### src/rtl/counter_event_logger_pkg.sv
// Shared widths and constants for the counter event logger.
// Record layout, MSB to LSB: {timestamp, rise mask, count}.
package counter_event_logger_pkg;

  localparam int LOG_EVT_W = 8;
  localparam int LOG_CNT_W = 8;
  localparam int LOG_TS_W  = 24;
  localparam int LOG_DEPTH = 16;

  localparam int REC_W   = LOG_TS_W + LOG_EVT_W + LOG_CNT_W;
  localparam int CNT_LSB = 0;
  localparam int EVT_LSB = LOG_CNT_W;
  localparam int TS_LSB  = LOG_CNT_W + LOG_EVT_W;

  localparam int DROP_W = 8;

endpackage

### src/rtl/evt_fifo.sv
// First-word-fall-through FIFO holding event records.
// Pointers carry a wrap bit so full and empty are distinguishable.
module evt_fifo #(
  parameter int W     = 40,
  parameter int DEPTH = 16
) (
  input  logic                     clk,
  input  logic                     rst_n,
  input  logic                     clr,
  input  logic                     wr_en,
  input  logic [W-1:0]             din,
  output logic                     full,
  input  logic                     rd_en,
  output logic [W-1:0]             dout,
  output logic                     empty,
  output logic [$clog2(DEPTH):0]   level
);

  localparam int AW = $clog2(DEPTH);

  logic [W-1:0] mem_q [DEPTH];
  logic [AW:0]  wptr_q, wptr_d;
  logic [AW:0]  rptr_q, rptr_d;
  logic         wr_ok, rd_ok;

  assign level = wptr_q - rptr_q;
  assign empty = (wptr_q == rptr_q);
  assign full  = level[AW];
  assign dout  = mem_q[rptr_q[AW-1:0]];

  assign rd_ok = rd_en & ~empty;
  assign wr_ok = wr_en & (~full | rd_ok);

  always_comb begin
    wptr_d = wptr_q;
    rptr_d = rptr_q;
    if (clr) begin
      wptr_d = '0;
      rptr_d = '0;
    end else begin
      if (wr_ok) wptr_d = wptr_q + 1'b1;
      if (rd_ok) rptr_d = rptr_q + 1'b1;
    end
  end

  always_ff @(posedge clk or negedge rst_n) begin
    if (!rst_n) begin
      wptr_q <= '0;
      rptr_q <= '0;
    end else begin
      wptr_q <= wptr_d;
      rptr_q <= rptr_d;
    end
  end

  always_ff @(posedge clk) begin
    if (wr_ok && !clr) mem_q[wptr_q[AW-1:0]] <= din;
  end

endmodule

### src/rtl/counter_event_logger.sv
// Timestamps rising event flags and queues them for host readout.
// Holds edge detect, timestamp, drop accounting and the data-ready pulse.
module counter_event_logger
  import counter_event_logger_pkg::*;
#(
  parameter int EVT_W = LOG_EVT_W,
  parameter int CNT_W = LOG_CNT_W,
  parameter int TS_W  = LOG_TS_W,
  parameter int DEPTH = LOG_DEPTH
) (
  input  logic                     sys_clk,
  input  logic                     sys_rst_n,
  input  logic                     enable,
  input  logic                     clear,
  input  logic [EVT_W-1:0]         evt_in,
  input  logic [CNT_W-1:0]         count_in,
  input  logic                     pop,
  output logic                     rd_valid,
  output logic [TS_W-1:0]          rd_ts,
  output logic [EVT_W-1:0]         rd_evt,
  output logic [CNT_W-1:0]         rd_count,
  output logic [$clog2(DEPTH):0]   level,
  output logic                     overflow,
  output logic [DROP_W-1:0]        drops,
  output logic                     evt_pulse
);

  localparam int RW = TS_W + EVT_W + CNT_W;

  logic [EVT_W-1:0]  evt_q;
  logic [EVT_W-1:0]  rise;
  logic [TS_W-1:0]   ts_q, ts_d;
  logic              ovf_q, ovf_d;
  logic [DROP_W-1:0] drops_q, drops_d;
  logic              pulse_q, pulse_d;
  logic              wreq, wr_en, rd_en;
  logic              full, empty;
  logic [RW-1:0]     dout;

  assign rise  = evt_in & ~evt_q;
  assign wreq  = enable & (|rise) & ~clear;
  assign rd_en = pop & ~empty & ~clear;
  assign wr_en = wreq & (~full | rd_en);

  evt_fifo #(
    .W     (RW),
    .DEPTH (DEPTH)
  ) u_fifo (
    .clk   (sys_clk),
    .rst_n (sys_rst_n),
    .clr   (clear),
    .wr_en (wr_en),
    .din   ({ts_q, rise, count_in}),
    .full  (full),
    .rd_en (rd_en),
    .dout  (dout),
    .empty (empty),
    .level (level)
  );

  always_comb begin
    ts_d    = ts_q;
    ovf_d   = ovf_q;
    drops_d = drops_q;
    pulse_d = 1'b0;
    if (clear) begin
      ts_d    = '0;
      ovf_d   = 1'b0;
      drops_d = '0;
    end else begin
      if (enable) ts_d = ts_q + 1'b1;
      // full with no pop to make room: the record is lost
      if (wreq && full && !rd_en) begin
        ovf_d = 1'b1;
        if (drops_q != '1) drops_d = drops_q + 1'b1;
      end
      pulse_d = wr_en & empty;
    end
  end

  always_ff @(posedge sys_clk or negedge sys_rst_n) begin
    if (!sys_rst_n) begin
      evt_q   <= '1;
      ts_q    <= '0;
      ovf_q   <= 1'b0;
      drops_q <= '0;
      pulse_q <= 1'b0;
    end else begin
      evt_q   <= evt_in;
      ts_q    <= ts_d;
      ovf_q   <= ovf_d;
      drops_q <= drops_d;
      pulse_q <= pulse_d;
    end
  end

  assign rd_valid  = ~empty;
  assign rd_ts     = empty ? '0 : dout[RW-1 -: TS_W];
  assign rd_evt    = empty ? '0 : dout[CNT_W +: EVT_W];
  assign rd_count  = empty ? '0 : dout[CNT_W-1:0];
  assign overflow  = ovf_q;
  assign drops     = drops_q;
  assign evt_pulse = pulse_q;

endmodule

### config.mk
export PLATFORM = sky130hd
export DESIGN_NAME = counter_event_logger
export DESIGN_NICKNAME = d
export VERILOG_FILES = /design/src/rtl/counter_event_logger_pkg.sv /design/src/rtl/evt_fifo.sv /design/src/rtl/counter_event_logger.sv
export SDC_FILE = /design/constraint.sdc
export NUM_CORES = 1
export LEC_CHECK = 0
export ABC_CLOCK_PERIOD_IN_PS = 13260
export CAP_MARGIN = 20
export CORE_AREA = 2 2 207 249
export CTS_CLUSTER_SIZE = 24
export DETAILED_ROUTE_END_ITERATION = 8
export DIE_AREA = 0 0 209 251
export PLACE_DENSITY = 0.77
export SETUP_SLACK_MARGIN = 0.02
export SYNTH_ARGS = -nofsm -noshare
export SYNTH_HDL_FRONTEND = slang
export SYNTH_HIERARCHICAL = 1
export SYNTH_SLANG_ARGS = --single-unit
### constraint.sdc
create_clock -name sys_clk -period 13.26 [get_ports sys_clk]
set_input_delay 1.989 -clock sys_clk [delete_from_list [all_inputs] [get_ports sys_clk]]
set_output_delay 1.989 -clock sys_clk [all_outputs]
set_load 0.01 [all_outputs]
==> qor.yml <==
logic_synthesis:
  syn_inst: 1231
  synth_area_sq_um: 27200
  ys_top_cells_by_area: "edfxtp_1 71%, mux4_2 17%, dfrtp_1 4.0%"
  yosys-top-cells-count: "640 x edfxtp_1, 200 x mux4_2, 48 x nor2b_1, 44 x dfrtp_1, 38 x nor2_1"
  synth.yosys.seq_area_share: 0.754
  synth_edf_count: 640
  async_flop_share: 0.0751
  synthMuxAreaShare: 0.167
  synth_compound_area_frac: 0.00965
  synth_adder_area_share: 0.00579
  syn_avg_cell_area_sq_um: 22.1
  synth.most_common_cell: "edfxtp_1"
  synthXorXnorAreaFrac: 0.00992
  synth_area_leader_cell: "edfxtp_1"
  synth-simple-area-share: 0.0397
  synth_nets: 1264
  ys_warn_count: 6
  synth_top_family_by_area: "multiplexers"
  synth_ff_type: "edfxtp_1"
  synth_top_area_frac: 0.706
  ys_seq_elements: 692
  synthDistinctLibCells: 56
drt:
  via_count: 12800
  drc_errors: 0
  ant_nets: 0
  drtPass1Iterations: 7
  routed_wl_mm: 57.1
  routedWlPerCell_um: 27.9
  drt_iter0_drc: 1336
  vias_per_cell: 6.28
sta:
  slew_headroom: 0.297
  finalHoldViolCount: 0
  min_period_ns: 6.81
  timing.hold.ws_ns: 0.533
  fin_crit_sh: 0.514
  setup_tns_ns: 0
  fin_skew_ns: 0.0183
  fmax_ghz: 0.147
  setup_viol: 0
  slew_viol_final: 0
  tightest_slew_ns: 1.05
  rsz0062_at_grt: "no"
clock_network:
  cts_buffers: 68
  cts_tree: "yes"
  path_clk_slew_ns: 0.06
  numClockSinks: 692
  cts_setup_buffers: 0
  ctsHtreeMaxLevel: 3
  clockRootBuffer: "clkbuf_16"
  clock_latency_ns: 0.59
  cts_hold_buf: 0
  ctsResizeCount: 0
  clk_path_buf_depth: 3
die:
  rows: 90
  die_height_um: 251
  core-area_sq_um: 50100
  die_w_um: 209
  start_util: 0.543
  die_area_sq_um: 52500
  pin_count: 77
final_layout:
  syn_to_final_growth_pct: 13.7
  multi_input_area_sq_um: 6360
  register_area_sq_um: 20500
  fillers: 3260
  finalCoreUtilization: 0.618
  nNetsFinal: 1382
  antenna_cells: 0
  drive_gt1_frac: 0.269
placement:
  place.gp.congestion: 0.773
  hpwlAfterDp_mm: 28.8
  io_buffer_count: 76
worst_hold_path:
  hold_start: "overflow"
  min_delay_worst_endpoint: "overflow"
  hold_depth: 2
  hp-class: "reg2reg"
setup_path:
  timing.rr.start: "u_fifo/rptr_q[2]"
  cp-start-kind: "flip-flop"
  endpoint_kind: "primary output"
  cp_data_required_time_ns: 11.27
  r2r-end: "u_fifo/mem_q[2][3]"
  r2r_cells: 14
  setup.worst_path.class: "reg2out"
  critical_path.max_fanout: 48
  arrival_ns: 4.82
  reg2reg_setup_slack_ns: 8.35
global_routing:
  antenna_found_initial: 2
  grt_pass1_wl_mm: 85.9
  grt_max_degree: 73
  grt_pass1_vias: 13500
  track_usage: 0.226
  grt_overflow_total: 0
flow_run:
  drv_cap: 0
pwr:
  power_leakage_nw: 9.84
  power_density_nw_per_um2: 142
  max-vdd-ir-drop_mv: 0.0894
run_status:
  status: "complete, no violations"
[metrics by stage]
step | total power [mW] | cells | cell area [sq um] | worst slack, ns
6_report | 4.39 | 2044 | 31000 | 6.45
3_5_place_dp | 2.56 | 1922 | 28700 | 6.77
4_1_cts | 4.43 | 2043 | 30900 | 6.09
5_1_grt | 4.51 | 2044 | 31000 | 6.09
2_1_floorplan | 2.49 | 1231 | 27200 | 7.97
3_3_place_gp | 2.56 | 1920 | 28700 | 6.77
[layer usage]
layer | vias to the layer above | track usage | routed length, um
met2 | 593 | 0.373 | 28800
met5 | - | 0 | 0
li1 | 5347 | - | -
met1 | 6790 | 0.308 | 22400
met4 | 0 | 0.0851 | 1630
met3 | 99 | 0.0379 | 4250
[worst max-delay path, stage by stage (launching register included)]
cell and delay, ns:
dfrtp_4 0.71, buf_4 0.79, buf_4 0.53, buf_16 0.31
mux4_2 0.55, mux4_2 0.55, nor2b_1 0.20, clkdlybuf4s50_1 0.50
[cell usage in the layout (no fill, tap or decap), drive strengths merged, types with 4 or more instances in the layout]
| cell type | netlist | routed |
|---|---|---|
| nand2 | 16 | 16 |
| or4 | 4 | 4 |
| inv | 14 | 15 |
| dfstp | 8 | 8 |
| mux4 | 200 | 200 |
| mux2i | 4 | 4 |
| clkdlybuf4s50 | 0 | 74 |
| dfrtp | 44 | 44 |
| nand3 | 8 | 8 |
| bufinv | 0 | 4 |
| and4 | 4 | 4 |
| nor2b | 53 | 53 |
| xor2 | 14 | 14 |
| buf | 29 | 31 |
| and3 | 20 | 20 |
| ha | 11 | 11 |
| and2 | 4 | 4 |
| or3 | 6 | 6 |
| clkinv | 0 | 23 |
| clkbuf | 28 | 91 |
| nor3 | 8 | 8 |
| o21ai | 10 | 10 |
| nand2b | 5 | 5 |
| nor2 | 39 | 39 |
| a21oi | 13 | 13 |
| edfxtp | 640 | 640 |
| xnor2 | 16 | 16 |
| nand4 | 13 | 13 |
[worst max-delay path by stage]
stage               slack (ns)              from                  end
detailed placement        6.77  u_fifo/rptr_q[0]            rd_ts[12]
CTS                       6.09  u_fifo/rptr_q[0]            rd_ts[12]
finish                    6.45  u_fifo/rptr_q[0]            rd_ts[12]
global placement          6.77  u_fifo/rptr_q[0]            rd_ts[12]
floorplan                 7.97         evt_in[4]  u_fifo/mem_q[15][0]
global route              6.09  u_fifo/rptr_q[0]            rd_ts[12]
[cell families after synthesis]
family	Yosys count
xor+xnor	30
mux	205
fa+ha+maj	12
buf+inv	71
compound gates	37
simple gates	184
flops	692
[state kept, by name (all words and copies together), names as in the netlist]
signal and cells:
u_fifo/rptr_q 5, evt_q 8, u_fifo/mem_q 640, overflow 1, ts_q 24, evt_pulse 1
u_fifo/wptr_q 5, drops 8
[area by class of cell]
class,count,share of cell area
inverters,14,0.00174
flip-flops and latches,692,0.663
well taps,644,0.0260
multi-input cells,468,0.205
clock inverters,30,0.00816
clock buffers,91,0.0625
repair buffers,105,0.0327
[power by group]
part	total, mW	switching [mW]	internal (mW)
logic	0.127	0.0687	0.0587
clock network	1.88	0.772	1.10
registers	2.39	0.00809	2.38
total	4.39	0.849	3.54
No activity file was read; power rests on OpenSTA's default activity.
